==> config.mk <==
export PLATFORM = sky130hd
export DESIGN_NAME = ecc_encode_pipe
export DESIGN_NICKNAME = d
export VERILOG_FILES = /design/src/rtl/ecc_pkg.sv /design/src/rtl/ecc_parity_gen.sv /design/src/rtl/ecc_encode_pipe.sv
export SDC_FILE = /design/constraint.sdc
export NUM_CORES = 1
export LEC_CHECK = 0
export ABC_CLOCK_PERIOD_IN_PS = 1900
export BUFFER_PORTS_ARGS = -buffer_cell sky130_fd_sc_hd__buf_2
export CAP_MARGIN = 20
export CORE_MARGIN = 5
export CORE_UTILIZATION = 34
export DETAILED_ROUTE_END_ITERATION = 10
export PLACE_DENSITY = 0.58
export SLEW_MARGIN = 30
export SYNTH_ARGS = -nofsm -noshare
export SYNTH_HDL_FRONTEND = slang
export SYNTH_SLANG_ARGS = --single-unit
==> constraint.sdc <==
create_clock -name clk -period 1.9 [get_ports clk]
set_clock_uncertainty 0.15 [all_clocks]
set_input_delay 0.19 -clock clk [delete_from_list [all_inputs] [get_ports clk]]
set_output_delay 0.19 -clock clk [all_outputs]
set_load 0.02 [all_outputs]
==> src/rtl/ecc_pkg.sv <==
// Shared widths, check-group masks and the codeword payload for the ECC encode/decode path.
package ecc_pkg;

  localparam int unsigned DATA_W = 32;
  localparam int unsigned CHK_W  = 8;
  localparam int unsigned CW_W   = 40;
  localparam int unsigned GRP_N  = DATA_W / 4;
  localparam int unsigned GRP_W  = CHK_W * GRP_N;
  localparam int unsigned INJ_W  = 6;

  // Entry k selects the data bits that feed check bit k
  localparam logic [CHK_W-1:0][DATA_W-1:0] CHK_MASK = {
    32'h8888_F0F0, 32'h4444_0F0F, 32'h2222_FF00, 32'h1111_00FF,
    32'hF0F0_8888, 32'h0F0F_4444, 32'hFF00_2222, 32'h00FF_1111
  };

  // Codeword bit i: 0..31 are data bits, 32..39 are check bits 0..7
  typedef struct packed {
    logic [CHK_W-1:0]  chk;
    logic [DATA_W-1:0] data;
  } cw_t;

  // Fold the per-nibble partial parities of each check bit into the final check bit
  function automatic logic [CHK_W-1:0] grp_fold(input logic [GRP_W-1:0] grp);
    logic [CHK_W-1:0] chk;
    chk = '0;
    for (int k = 0; k < int'(CHK_W); k++) begin
      chk[k] = ^grp[k*GRP_N +: GRP_N];
    end
    return chk;
  endfunction

endpackage

==> src/rtl/ecc_parity_gen.sv <==
// Combinational check-bit generator: per-nibble partial parities plus the folded check bits.
module ecc_parity_gen
  import ecc_pkg::*;
(
  input  logic [DATA_W-1:0] data_i,
  output logic [GRP_W-1:0]  grp_o,
  output logic [CHK_W-1:0]  chk_o
);

  for (genvar k = 0; k < CHK_W; k++) begin : g_chk
    for (genvar n = 0; n < GRP_N; n++) begin : g_grp
      assign grp_o[k*GRP_N+n] = ^(data_i[4*n +: 4] & CHK_MASK[k][4*n +: 4]);
    end
  end

  assign chk_o = grp_fold(grp_o);

endmodule

==> src/rtl/ecc_encode_pipe.sv <==
// Two-stage ECC encoder with valid/ready flow control and a delivered-word counter.
// Defining ERR_INJECT_EN adds one-shot single-bit error injection on the codeword.
module ecc_encode_pipe
  import ecc_pkg::*;
(
  input  logic              clk,
  input  logic              rst,
  input  logic              in_valid,
  output logic              in_ready,
  input  logic [DATA_W-1:0] in_data,
  output logic              out_valid,
  input  logic              out_ready,
  output logic [DATA_W-1:0] out_data,
  output logic [CHK_W-1:0]  out_chk,
  output logic [15:0]       word_cnt,
  input  logic              inj_en,
  input  logic [INJ_W-1:0]  inj_bit,
  output logic              out_inj
);

  localparam int unsigned CNT_W = 16;

  logic              s1_valid_q, s1_valid_d;
  logic [DATA_W-1:0] s1_data_q, s1_data_d;
  logic [GRP_W-1:0]  s1_grp_q, s1_grp_d;
  logic              s2_valid_q, s2_valid_d;
  cw_t               s2_cw_q, s2_cw_d;
  logic [CNT_W-1:0]  cnt_q, cnt_d;
  logic              s1_adv, s2_adv;
  logic [GRP_W-1:0]  grp_c;
  logic [CHK_W-1:0]  chk_c;
  logic [CW_W-1:0]   flip_c;

  ecc_parity_gen u_parity_gen (
    .data_i (in_data),
    .grp_o  (grp_c),
    .chk_o  (chk_c)
  );

  // Only the partial parities are registered; the folded bits serve the syndrome path
  logic unused_chk;
  assign unused_chk = ^chk_c;

  assign s2_adv   = ~s2_valid_q | out_ready;
  assign s1_adv   = ~s1_valid_q | s2_adv;
  assign in_ready = s1_adv;

  always_comb begin
    s1_valid_d = s1_valid_q;
    s1_data_d  = s1_data_q;
    s1_grp_d   = s1_grp_q;
    s2_valid_d = s2_valid_q;
    s2_cw_d    = s2_cw_q;
    cnt_d      = cnt_q;
    if (s1_adv) begin
      s1_valid_d = in_valid;
      if (in_valid) begin
        s1_data_d = in_data;
        s1_grp_d  = grp_c;
      end
    end
    if (s2_adv) begin
      s2_valid_d = s1_valid_q;
      if (s1_valid_q) begin
        s2_cw_d = cw_t'({grp_fold(s1_grp_q), s1_data_q} ^ flip_c);
      end
    end
    if (s2_valid_q && out_ready) begin
      cnt_d = cnt_q + CNT_W'(1);
    end
  end

  always_ff @(posedge clk) begin
    if (rst) begin
      s1_valid_q <= 1'b0;
      s1_data_q  <= '0;
      s1_grp_q   <= '0;
      s2_valid_q <= 1'b0;
      s2_cw_q    <= '0;
      cnt_q      <= '0;
    end else begin
      s1_valid_q <= s1_valid_d;
      s1_data_q  <= s1_data_d;
      s1_grp_q   <= s1_grp_d;
      s2_valid_q <= s2_valid_d;
      s2_cw_q    <= s2_cw_d;
      cnt_q      <= cnt_d;
    end
  end

  assign out_valid = s2_valid_q;
  assign out_data  = s2_cw_q.data;
  assign out_chk   = s2_cw_q.chk;
  assign word_cnt  = cnt_q;

`ifdef ERR_INJECT_EN
  logic             accept, arm_now, arm_eff;
  logic             arm_q, arm_d;
  logic [INJ_W-1:0] arm_bit_q, arm_bit_d, bit_eff;
  logic             s1_inj_q, s1_inj_d;
  logic [INJ_W-1:0] s1_bit_q, s1_bit_d;
  logic             s2_inj_q, s2_inj_d;

  assign accept  = in_valid & s1_adv;
  assign arm_now = inj_en & (inj_bit <= INJ_W'(CW_W - 1));
  // A request in the accept cycle applies to that very word and overrides a pending bit
  assign arm_eff = arm_q | arm_now;
  assign bit_eff = arm_now ? inj_bit : arm_bit_q;

  always_comb begin
    arm_d     = arm_eff;
    arm_bit_d = bit_eff;
    s1_inj_d  = s1_inj_q;
    s1_bit_d  = s1_bit_q;
    s2_inj_d  = s2_inj_q;
    if (s1_adv) begin
      s1_inj_d = accept & arm_eff;
      s1_bit_d = bit_eff;
      if (accept) begin
        arm_d = 1'b0;
      end
    end
    if (s2_adv) begin
      s2_inj_d = s1_valid_q & s1_inj_q;
    end
  end

  always_ff @(posedge clk) begin
    if (rst) begin
      arm_q     <= 1'b0;
      arm_bit_q <= '0;
      s1_inj_q  <= 1'b0;
      s1_bit_q  <= '0;
      s2_inj_q  <= 1'b0;
    end else begin
      arm_q     <= arm_d;
      arm_bit_q <= arm_bit_d;
      s1_inj_q  <= s1_inj_d;
      s1_bit_q  <= s1_bit_d;
      s2_inj_q  <= s2_inj_d;
    end
  end

  assign flip_c  = s1_inj_q ? (CW_W'(1) << s1_bit_q) : '0;
  assign out_inj = s2_inj_q;
`else
  logic unused_inj;
  assign unused_inj = ^{inj_en, inj_bit};
  assign flip_c     = '0;
  assign out_inj    = 1'b0;
`endif

endmodule

## Word-level counts from Yosys, hierarchy flattened

Index checks and enable logic that the tools add are counted.

| word-level totals | value |
|---|---|
| input bits | 43 |
| word-level logic and storage cells | 63 |
| output and inout bits | 59 |
| bits in registers | 138 |

| operators by class | value |
|---|---|
| $add $sub $neg | 1 |
| reductions and logical operators | 51 |
| bitwise logic cells | 4 |

Operator list:

| operator | number |
|---|---|
| XOR reduction 4 bit | 40 |
| XOR reduction 8 bit | 8 |
| adder 16 x 1 -> 16 bit, second input constant | 1 |
| AND reduction 2 bit | 2 |
| NOT 1 bit | 2 |
| OR 1 bit | 2 |
| logical AND 1 bit | 1 |

## Depth between registers and ports, before layout

| depth | value |
|---|---|
| depth after elaboration | 4 |
| mapped depth | 6 |
| depth with buffers taken out | 5 |

## Hierarchy

A second synthesis with hierarchy kept.

| unflattened totals | value |
|---|---|
| cells, all modules | 855 |
| area total of the unflattened synthesis | 7003.0 sq um |

Modules (own cells, without submodules):

| module | cells each | instances | area each (sq um) | seq. area each (sq um) |
|---|---|---|---|---|
| ecc_encode_pipe | 734 | 1 | 5940.7 | 3083.0 |
| ecc_parity_gen | 121 | 1 | 1062.3 | 0.0 |

## Worst setup path after synthesis

OpenSTA, ideal clock, no wires.

| path | value |
|---|---|
| kind | register to register |
| start | register s2_valid_q (netlist: out_valid) |
| end | register s1_data_q[31] |
| library setup time | 132 ps |
| stages on the path, launching flop included | 7 |
| buffers on the path | 2 |
| period minus slack after synthesis | 1815 ps |
| path slack | 85 ps |
| required time | 1618 ps |
| arrival | 1533 ps |
| cells stage by stage | dfxtp_1 -> nand3b_1 -> and2_1 -> buf_4 -> buf_2 -> nand2_1 -> a21oi_1 |

| between the ends | value |
|---|---|
| word-level cells in the longest chain between the ends | 4 |

RTL lines:

| element | line | source |
|---|---|---|
| start, declared | ecc_encode_pipe.sv:26 | `logic s2_valid_q, s2_valid_d;` |
| start signal, assigned | ecc_encode_pipe.sv:85 | `s2_valid_q <= s2_valid_d;` |
| NOT 1 bit | ecc_encode_pipe.sv:44 | `assign s2_adv = ~s2_valid_q \| out_ready;` |
| OR 1 bit | ecc_encode_pipe.sv:44 |  |
| OR 1 bit | ecc_encode_pipe.sv:45 | `assign s1_adv = ~s1_valid_q \| s2_adv;` |
| via in_ready | ecc_encode_pipe.sv:9 | `output logic in_ready,` |
| AND reduction 2 bit (no line) | - |  |
| end signal, assigned | ecc_encode_pipe.sv:83 | `s1_data_q <= s1_data_d;` |
| end, declared | ecc_encode_pipe.sv:24 | `logic [DATA_W-1:0] s1_data_q, s1_data_d;` |

The timed path passes the listed nets, and every way through them passes these cells.
A chain may end at the register's enable or synchronous reset.

## Worst setup path after layout

| path | value |
|---|---|
| start | register cnt_q[1] (netlist: word_cnt[1]) |
| end | register cnt_q[14] (netlist: word_cnt[14]) |

| between the ends | value |
|---|---|
| word-level cells in the longest chain between the ends | 1 |

RTL lines:

| element | line | source |
|---|---|---|
| start, declared | ecc_encode_pipe.sv:28 | `logic [CNT_W-1:0] cnt_q, cnt_d;` |
| start signal, assigned | ecc_encode_pipe.sv:87 | `cnt_q <= cnt_d;` |
| adder 16 x 1 -> 16 bit | ecc_encode_pipe.sv:69 | `cnt_d = cnt_q + CNT_W'(1);` |

No other way between the ends.

==> impl_metrics.yaml <==
worst_setup_path:
  required_ns: 1.98
  rr_worst_depth: 4
  path_class: "reg2reg"
  cp_max_fo: 7
  start_kind: "register"
  end_kind: "register"
  reg2reg_slack_ns: 0.19
  cp.arrival_ns: 1.79
sta:
  final_hold_viol_count: 0
  finalSetupTns_ns: 0
  max_freq_mhz: 584
  slew_violations: 0
  fin_ws_ns: 0.188
  rsz0062_at_grt: "false"
  layout_min_cycle_time_ns: 1.71
  setup_viol: 0
  timing.final.crit_share_pct: 90.1
final_layout:
  drive_gt1_share_pct: 19.4
  final_cell_mix: "nand2_1 (134), dfxtp_1 (98), buf_2 (93)"
  final_area_um2: 5360
  layout_commonest_cell: "nand2_1"
  multiInputGateArea_um2: 2000
  syn2layout_area_growth_pct: 30.6
  seq_area_um2: 1960
  final_nets: 651
  diodes: 0
  fillCellCount: 1203
logic_synthesis:
  syn_area_um2: 4100
  synth_top_cell_by_area: "dfxtp_1"
  yosysTopAreaCellShare_pct: 47.8
  synthTopCellsByArea: "dfxtp_1 (48%), xnor2_1 (15%), nand2_1 (12%)"
  synth.net_count: 534
  syn_area_per_cell_um2: 8.37
  ys_seq_elements: 98
  yosysWarnings: 0
  ys_types: 33
  yosysSeqAreaShare_pct: 47.8
  synth_cells: 490
power:
  irDropWorstVdd_v: 0.000514
  p_leak_uw: 0.00211
  power_uw: 4750
  p_per_area_nw_per_um2: 887
die:
  fp.dieH_um: 120
  coreArea_um2: 11900
  dieArea_um2: 14400
  start_util_pct: 34.4
  io_pins: 102
  die_w_um: 120
  num_rows: 40
drt:
  antenna_left: 0
  remaining_drc_errors: 0
  routed_wl_mm: 10.3
  drtIter0Drc: 212
  vias: 3515
  via_per_inst: 4.63
  dr.pass1.iters: 4
  routedWlPerCell_um: 13.6
clock_network:
  clock_latency_ns: 0.34
  clk_path_buf_depth: 2
  cts_tree: "built"
  clock_sinks: 98
  clkTransAtPathRegs_ns: 0.07
  post_cts.repair.setup_buffers: 0
  cts_root_buf: "clkbuf_16"
  htree_levels: 3
  numCtsBuffers: 9
  cts_resized: 0
global_route:
  grt_pass1_wl_mm: 17.0
  grt_pass1_vias: 3432
  overflow: 0
  grt_util_all_layers_pct: 14.8
  antenna_found_initial: 0
  grt_max_degree: 69
placed_design:
  io_buffers: 93
  globalplace.congestion: 0.770
  place_area_um2: 4730
  dp_hpwl_mm: 7.29
  dp_slack_ns: 0.204
run_status:
  status: "complete, no violations"
worst_hold_path:
  hold_path_class: "in2reg"
  whs_path_depth: 3
flow_run:
  maxCapViolCount: 0
-- layer usage --
| layer | part of all wire [%] | global-route usage (%) | vias up | wire (um) |
|---|---|---|---|---|
| met3 | 4.1 | 4.38 | 14 | 425 |
| met4 | 1.7 | 5.01 | 0 | 177 |
| met5 | 0 | 0 | - | 0 |
| met1 | 46 | 18.8 | 1596 | 4700 |
| met2 | 49 | 23.9 | 71 | 5000 |
| li1 | - | - | 1834 | - |
-- sequential cells by signal (all words and copies together) (netlist names) --
name	cells
s1_grp_q	8
out_chk	8
s1_data_q	32
out_valid	1
word_cnt	16
s1_valid_q	1
out_data	32
-- area by class of cell --
cell class	instances	share of cell area (%)
Sequential cell	98	36.6
Timing Repair Buffer	135	16.8
Tap cell	147	3.43
Clock inverter	2	0.654
Multi-Input combinational cell	360	37.3
Clock buffer	14	4.93
Inverter	3	0.210
-- worst max-delay path, cell delays in order, from the launching register on --
cell	delay [ns]
dfxtp_1	0.41
ha_1	0.17
and3_1	0.31
and4_1	0.24
mux2_1	0.32
-- cells in the mapped netlist, drive strengths merged --
cell type and instances:
a211oi 16, a21oi 69, and2 2, and3 2, and4 2, buf 17
clkbuf 12, conb 1, dfxtp 98, ha 1, inv 3, mux2 2
nand2 134, nand2b 1, nand3 6, nand3b 1, nand4 6, nor2 32
nor2b 2, nor3 2, nor3b 1, nor4 1, o21ai 1, o31ai 1
or3 1, or4 1, xnor2 71, xor2 4
-- kinds of logic after synthesis --
logic type | share of synthesized area [%]
other cells | 0.0915
xor+xnor | 16.0
buf+inv | 3.42
flops | 47.8
mux | 0.549
simple gates | 20.1
fa+ha+maj | 0.305
compound gates | 11.7
-- repair_timing --
item	in CTS	in global routing
endpoints found under the setup margin	0	0
hold buffers	33	0
endpoints found under the hold margin	33	0
-- report_power, final --
group	total, uW	internal (uW)	switching, uW
clock	1830	1090	739
combinational	692	331	362
sequential	2220	2150	77.3
total	4750	3570	1180
-- metrics by stage --
step / hold slack [ns] / cells / utilization [%]
final: 0.0334 / 759 / 45.0
after detailed placement: 0.297 / 710 / 39.7
after CTS: 0.0253 / 759 / 45.0
after global placement: 0.292 / 710 / 39.7
after global routing: 0.0459 / 759 / 45.0
after floorplan: 0.169 / 490 / -
-- final timing paths --
check | startpoint | to
max reg2reg | word_cnt[1]$_SDFFE_PP0P_ | word_cnt[14]$_SDFFE_PP0P_
min reg2reg | out_data[5]$_SDFFE_PP0P_ | out_data[5]$_SDFFE_PP0P_
min | out_ready | word_cnt[1]$_SDFFE_PP0P_
max | word_cnt[1]$_SDFFE_PP0P_ | word_cnt[14]$_SDFFE_PP0P_
(Power assumes the default switching activity.)
